<file path="src/rtl/apu_i2s_transmitter.sv">
`default_nettype none
// ============================================================================
// Module   : apu_i2s_transmitter
// Purpose  : Latches the 9-bit mixer sample once per frame and sends it as
//            signed 16-bit Philips I2S, mono on both channels.
// Revision : 1.0 - initial release
// ============================================================================
module apu_i2s_transmitter #(
   parameter int BCLK_DIV = 4
) (
   input  logic       i_clk,
   input  logic       i_rst_n,
   input  logic [8:0] i_sample,
   input  logic       i_mute,
   output logic       o_sample_stb,
   output logic       o_bclk,
   output logic       o_lrclk,
   output logic       o_sdata
);

   localparam logic [7:0] c_DIV_TC = 8'(BCLK_DIV - 1);

   logic [7:0]  div_cnt_q, div_cnt_d;
   logic        bclk_q, bclk_d;
   logic [4:0]  bit_cnt_q, bit_cnt_d;
   logic [15:0] word_q, word_d;
   logic [15:0] shreg_q, shreg_d;
   logic        stb_q, stb_d;
   logic        w_tc;
   logic        w_fall;
   logic [15:0] w_conv;

   always_comb begin
      w_tc      = (div_cnt_q == c_DIV_TC);
      w_fall    = w_tc && bclk_q;
      // Subtracting 256 from the unsigned word just flips its MSB; the
      // signed result then sits in bits 15..7 of the 16-bit word.
      w_conv    = i_mute ? 16'h0000 : {~i_sample[8], i_sample[7:0], 7'b000_0000};
      div_cnt_d = w_tc ? 8'd0 : div_cnt_q + 8'd1;
      bclk_d    = w_tc ? ~bclk_q : bclk_q;
      bit_cnt_d = bit_cnt_q;
      word_d    = word_q;
      shreg_d   = shreg_q;
      stb_d     = 1'b0;
      if (w_fall) begin
         bit_cnt_d = bit_cnt_q + 5'd1;
         if (bit_cnt_d == 5'd0) begin
            word_d = w_conv;
            stb_d  = 1'b1;
         end
         if (bit_cnt_d == 5'd1 || bit_cnt_d == 5'd17) begin
            shreg_d = word_q;
         end else begin
            shreg_d = {shreg_q[14:0], 1'b0};
         end
      end
   end

   always_ff @(posedge i_clk) begin
      if (!i_rst_n) begin
         div_cnt_q <= 8'd0;
         bclk_q    <= 1'b0;
         bit_cnt_q <= 5'd31;
         word_q    <= 16'h0000;
         shreg_q   <= 16'h0000;
         stb_q     <= 1'b0;
      end else begin
         div_cnt_q <= div_cnt_d;
         bclk_q    <= bclk_d;
         bit_cnt_q <= bit_cnt_d;
         word_q    <= word_d;
         shreg_q   <= shreg_d;
         stb_q     <= stb_d;
      end
   end

   assign o_bclk       = bclk_q;
   assign o_lrclk      = bit_cnt_q[4];
   assign o_sdata      = shreg_q[15];
   assign o_sample_stb = stb_q;

endmodule
`default_nettype wire

</file>
<file path="config.mk">
export PLATFORM = sky130hd
export DESIGN_NAME = apu_i2s_transmitter
export DESIGN_NICKNAME = d
export VERILOG_FILES = /design/src/rtl/apu_i2s_transmitter.sv
export SDC_FILE = /design/constraint.sdc
export NUM_CORES = 1
export LEC_CHECK = 0
export ABC_AREA = 1
export CORE_ASPECT_RATIO = 1.2
export CORE_MARGIN = 2
export CORE_UTILIZATION = 34
export CTS_CLUSTER_DIAMETER = 80
export DETAILED_ROUTE_END_ITERATION = 8
export PLACE_DENSITY = 0.59
export SYNTH_ARGS = -nofsm -noshare
export SYNTH_HDL_FRONTEND = slang
export SYNTH_SLANG_ARGS = --single-unit
export TNS_END_PERCENT = 30
</file>
<file path="constraint.sdc">
create_clock -name i_clk -period 1.8 [get_ports i_clk]
set_input_delay 0.36 -clock i_clk [delete_from_list [all_inputs] [get_ports i_clk]]
set_output_delay 0.36 -clock i_clk [all_outputs]
set_load 0.03 [all_outputs]
</file>
; ---- Word level (Yosys, flattened, before mapping)
; Index checks and enable logic that the tools add are counted.
[totals]
register_bits = 47
latch_bits = 0
ram_bits = 0
rom_bits = 0
inputBits = 12
output_inout_bits = 4
elab_cells = 23
n_memories = 0
[classes]
addsub = 2
n_mul = 0
n_div = 0
magnitude_cmp = 0
eq_ne = 3
shifts = 0
n_mux = 3
n_bitwise = 3
n_reduce_logical = 6
[ops]
columns = op, n
row1 = $mux 16, 2
row2 = $add 8x1->8 const B, 1
row3 = $eq 8x2->1 const B, 1
row4 = $add 5x1->5 const B, 1
row5 = $eq 5x1->1 const B, 1
row6 = $eq 5x5->1 const B, 1
row7 = $logic_not 5->1, 1
row8 = $reduce_and 2->1, 2
row9 = $not 1->1, 3
row10 = $reduce_or 2->1, 1
row11 = $logic_and 1x1->1, 1
row12 = $logic_or 1x1->1, 1
row13 = $mux 1, 1

; ---- Logic depth before layout (Yosys ltp)
; Gate-level depths: netlist (run 1).
[logic_depth]
ltp_word = 4
ltp_mapped = 10
ltp_nobuf = 10

; ---- Worst setup path before layout (run 1)
; Ideal clock, no wire load.
[synth_timing]
kind = flip-flop to flip-flop
startpoint = register bit_cnt_q[0]
endpoint = register word_q[7]
setup_ps = 114
arrival_time_ps = 1312
t_required_ps = 1686
path_slack_ps = 374
stages_incl_launch_ff = 9
path_buffers = 0
period_less_slack_ps = 1426
cell_sequence = dfxtp_1 > ha_1 > nand4_1 > nand2_1 > nand3_4 > nor2_8 > nand2_1 > nand2_1 > nand2_1
[synth_via]
elab_chain_len = 3
[synth_lines]
columns = element, line
row1 = start: declaration, 25  ; logic [4:0] bit_cnt_q, bit_cnt_d;
row2 = start signal: assignment, 70  ; bit_cnt_q <= bit_cnt_d;
row3 = $add 5x1->5, 46  ; bit_cnt_d = bit_cnt_q + 5'd1;
row4 = $logic_not 5->1, 47  ; if (bit_cnt_d == 5'd0) begin
row5 = $reduce_and 2->1 (no line), -
row6 = end signal: assignment, 71  ; word_q <= word_d;
row7 = end: declaration, 26  ; logic [15:0] word_q, word_d;
; No other way between the ends.
; A chain may end at the register's enable or synchronous reset.

; ---- Final worst setup path (run 1)
[layout_timing]
startpoint = register bit_cnt_q[4]
endpoint = output port o_lrclk
[layout_rtl]
columns = element, line
row1 = end: declaration, 17  ; output logic o_lrclk,
; No word-level cell between the ends.

==> results of run 1 <==
[layout make-up]
| type | count | area [sq um] |
|---|---|---|
| Timing Repair Buffer | 19 | 180 |
| Sequential cell | 33 | 661 |
| Tap cell | 58 | 72.6 |
| Clock buffer | 6 | 72.6 |
| Clock inverter | 2 | 10.0 |
| Multi-Input combinational cell | 146 | 805 |
| Inverter | 43 | 161 |
| Fill cell | 468 | 2670 |
[routing by layer]
metal / share of wire [%] / global-route usage (%) / vias to the layer above / wire [um]
met2: 45 / 20.2 / 21 / 1290
met1: 49 / 16.3 / 572 / 1420
met5: 0 / 0 / - / 0
met4: 2.4 / 6.73 / 0 / 68
met3: 3.8 / 3.50 / 6 / 109
li1: - / - / 751 / -
[placed cells by master, fill, tap and decap left out, types with 5 or more instances in the layout]
cell and instances:
nand4_1 12, nand2_1 57, inv_1 39, nand3_1 20
clkdlybuf4s50_1 15, dfxtp_1 33, nor2_1 22, clkbuf_8 5
[kinds of logic after synthesis]
group / count (synthesis)
flip-flops: 33
adder cells (fa/ha/maj): 4
buffers and inverters: 47
XOR/XNOR: 1
AO/OA/AOI/OAI: 9
AND/OR/NAND/NOR: 132
[sequential cells by signal (all words and copies together) (netlist names)]
name	cells
bit_cnt_q	5
div_cnt_q	8
o_bclk	1
o_sample_stb	1
shreg_q	9
word_q	9
[power by group through the flow]
stage                     clock (mW)  sequential, mW  combinational, mW
after detailed placement           0           0.765              0.116
after global placement             0           0.765              0.115
after global routing           0.579           0.749              0.132
after CTS                      0.559           0.748              0.117
final                          0.539           0.749              0.115
after floorplan                    0           0.770             0.0675
[worst max-delay path by stage]
| stage | from | to | slack (ns) | cells after the start |
|---|---|---|---|---|
| after global placement | i_rst_n | div_cnt_q[7] | 0.17 | 4 |
| after detailed placement | i_rst_n | div_cnt_q[7] | 0.17 | 4 |
| after global routing | bit_cnt_q[4] | o_lrclk | 0.01 | 1 |
| after floorplan | bit_cnt_q[0] | word_q[7] | 0.37 | 8 |
| after CTS | bit_cnt_q[4] | o_lrclk | 0.05 | 1 |
| final | bit_cnt_q[4] | o_lrclk | 0.07 | 1 |
[metrics by stage]
step / power, mW / instance area, sq um / hold slack (ns) / utilization (%) / setup slack (ns)
global route: 1.46 / 1960 / 0.475 / 42.4 / 0.0106
detailed placement: 0.881 / 1880 / 0.442 / 40.6 / 0.165
floorplan: 0.837 / 1650 / 0.418 / - / 0.374
global placement: 0.880 / 1880 / 0.435 / 40.6 / 0.171
CTS: 1.42 / 1960 / 0.456 / 42.4 / 0.0477
finish: 1.40 / 1960 / 0.451 / 42.4 / 0.0745
==> out/metrics.csv, run 1 <==
stage,metric,value,unit
synthesis,Ys Warns,0,
worst_hold_path,WHS Endpoint,shreg_q[9],
run_status,status,finished clean,
global_route,first-pass GRT wire length,5.39,mm
synthesis,Yosys reg bits,33,
worst_setup_path,Crit path max-delay family,buffers and inverters,
floorplanning,die boundary height,80.4,um
timing,Slew HR,79.6,%
power,Sw Pwr,0.344,mW
clock_tree,"Clk pin slew, worst setup/hold paths",0.07,ns
power,Reg power frac,53.4,%
worst_hold_path,Worst Hold Class,reg2reg,
detailed_routing,drt initial violations,47,
worst_hold_path,Hold Crit Depth,2,
clock_tree,H-Tree Depth,2,
global_route,number of global-route vias before repair,1265,
detailed_routing,Post-route DRC,0,
synthesis,Synth area leader,dfxtp_1,
place,Routability Congestion,0.735,
final_layout,final cell count without fillers,307,
synthesis,Synth Cell Area,1650,sq um
worst_setup_path,Worst Path Max Fanout,4,
timing,final period utilization,95.9,%
power,Leak,0.951,nW
detailed_routing,Vias/cell,4.40,
timing,Max Clock Freq,580,MHz
detailed_routing,Routed WL,2.89,mm
worst_hold_path,hold_sp,shreg_q[9],
clock_tree,clock sink total,33,
timing,RSZ-0062 raised after global routing,false,
global_route,global route total overflow,0,
power,Gate power share,8.2,%
worst_setup_path,WP buf/inv,1,
power,Worst VDD drop,0.539,mV
clock_tree,root buffer cell,clkbuf_8,
timing,worst slew pin tran,0.305,ns
detailed_routing,WL/cell,9.41,um
timing,max-slew violations,0,
synthesis,register area share after synthesis,40.0,%
worst_setup_path,critical path cell sequence,clkdlybuf4s50_1,
worst_setup_path,Critical Path Sink Type,output port,
place,HPWL after DPL,2.10,mm
worst_setup_path,Worst EP arrival,1.37,ns
synthesis,Async SR Flop Fraction,0,%
synthesis,Post-synth EDFFs,0,
timing,"Setup violations, final",0,
worst_setup_path,R2R cell count,8,
final_layout,fin nets,264,
worst_setup_path,CP max-delay cell,clkdlybuf4s50_1,
synthesis,Simple-Gate Fraction of Synth Area,42.1,%
synthesis,Netlist cell types,27,
worst_setup_path,R2R Setup Slk,0.33,ns
worst_setup_path,WS Path Type,reg2out,
worst_setup_path,reg2reg start,bit_cnt_q[1],
global_route,initial antenna violation count,0,
worst_setup_path,CP Data Required Time,1.44,ns
detailed_routing,ANT nets after route,0,
detailed_routing,total number of vias,1350,
timing,post-layout minimum cycle time,1.73,ns
power,switching share of power,24.5,%
global_route,GRT Total Usage,13.1,%
floorplanning,Die Area,5440,sq um
global_route,pin count of the biggest net entering global routing,22,
synthesis,complex-gate fraction of the synthesized area,3.03,%
worst_setup_path,worst reg2reg endpoint,word_q[7],
floorplanning,Initial Util,35.7,%
timing,Final Hold Vio Count,0,
floorplanning,die width,67.6,um
place,Cells after DPL,299,
synthesis,Post-Syn Area per Cell,7.31,sq um
worst_setup_path,Startpoint Class,flop,
floorplanning,FP Rows,27,
detailed_routing,first-pass iteration count of the detailed router,6,
synthesis,largest family of logic cells by synthesized area,simple AND/OR/NAND/NOR gates,
final_layout,layout cell share with drive strength beyond 1,12.4,%
worst_setup_path,critical path's largest stage delay,0.69,ns
flow_run,MaxCap Viol Count,0,
clock_tree,"Clk Latency, worst-skew pair",0.29,ns
synthesis,Synth top area share,40.0,%
synthesis,adder-cell area share of the yosys netlist,3.03,%
clock_tree,Num CTS Buffers,5,
floorplanning,Core ar.,4630,sq um
timing,TNS Setup,0,ns
power,Clk pwr share,38.4,%
clock_tree,Post-CTS Setup Bufs,0,
power,PwrDens,715,nW/um^2
clock_tree,deepest clock path buffer count,2,
synthesis,Synth Area in XOR/XNOR,0.530,%
synthesis,syn nets,242,
final_layout,diode count,0,
place,IO Port Bufs,15,
timing,Fin Clk Skew,0.00609,ns
synthesis,most numerous cell in the Yosys netlist,nand2_1,
clock_tree,CTS tree,done,
synthesis,mux cell area share after synthesis,0,%
floorplanning,num ports,16,
synthesis,synth top area cells,"dfxtp_1 40%, nand2_1 13%, inv_1 8.9%",
final_layout,area growth from synthesis to layout,18.7,%
synthesis,Cells after Synth,226,
synthesis,ys flop type,dfxtp_1,
synthesis,Synth top cells by count,"57 x nand2_1, 39 x inv_1, 33 x dfxtp_1",
clock_tree,CTS Hold Buffers Added,0,
power,Pint,1.06,mW
clock_tree,Resize count post-CTS,0,
Note: power is estimated with default switching activity, not from simulation.
==> inputs of run 2 (changes only) <==
CTS_CLUSTER_SIZE = 24   (was default)
==> results of run 2 <==
No change in the layout: final DEF, timing and power equal those of run 1.
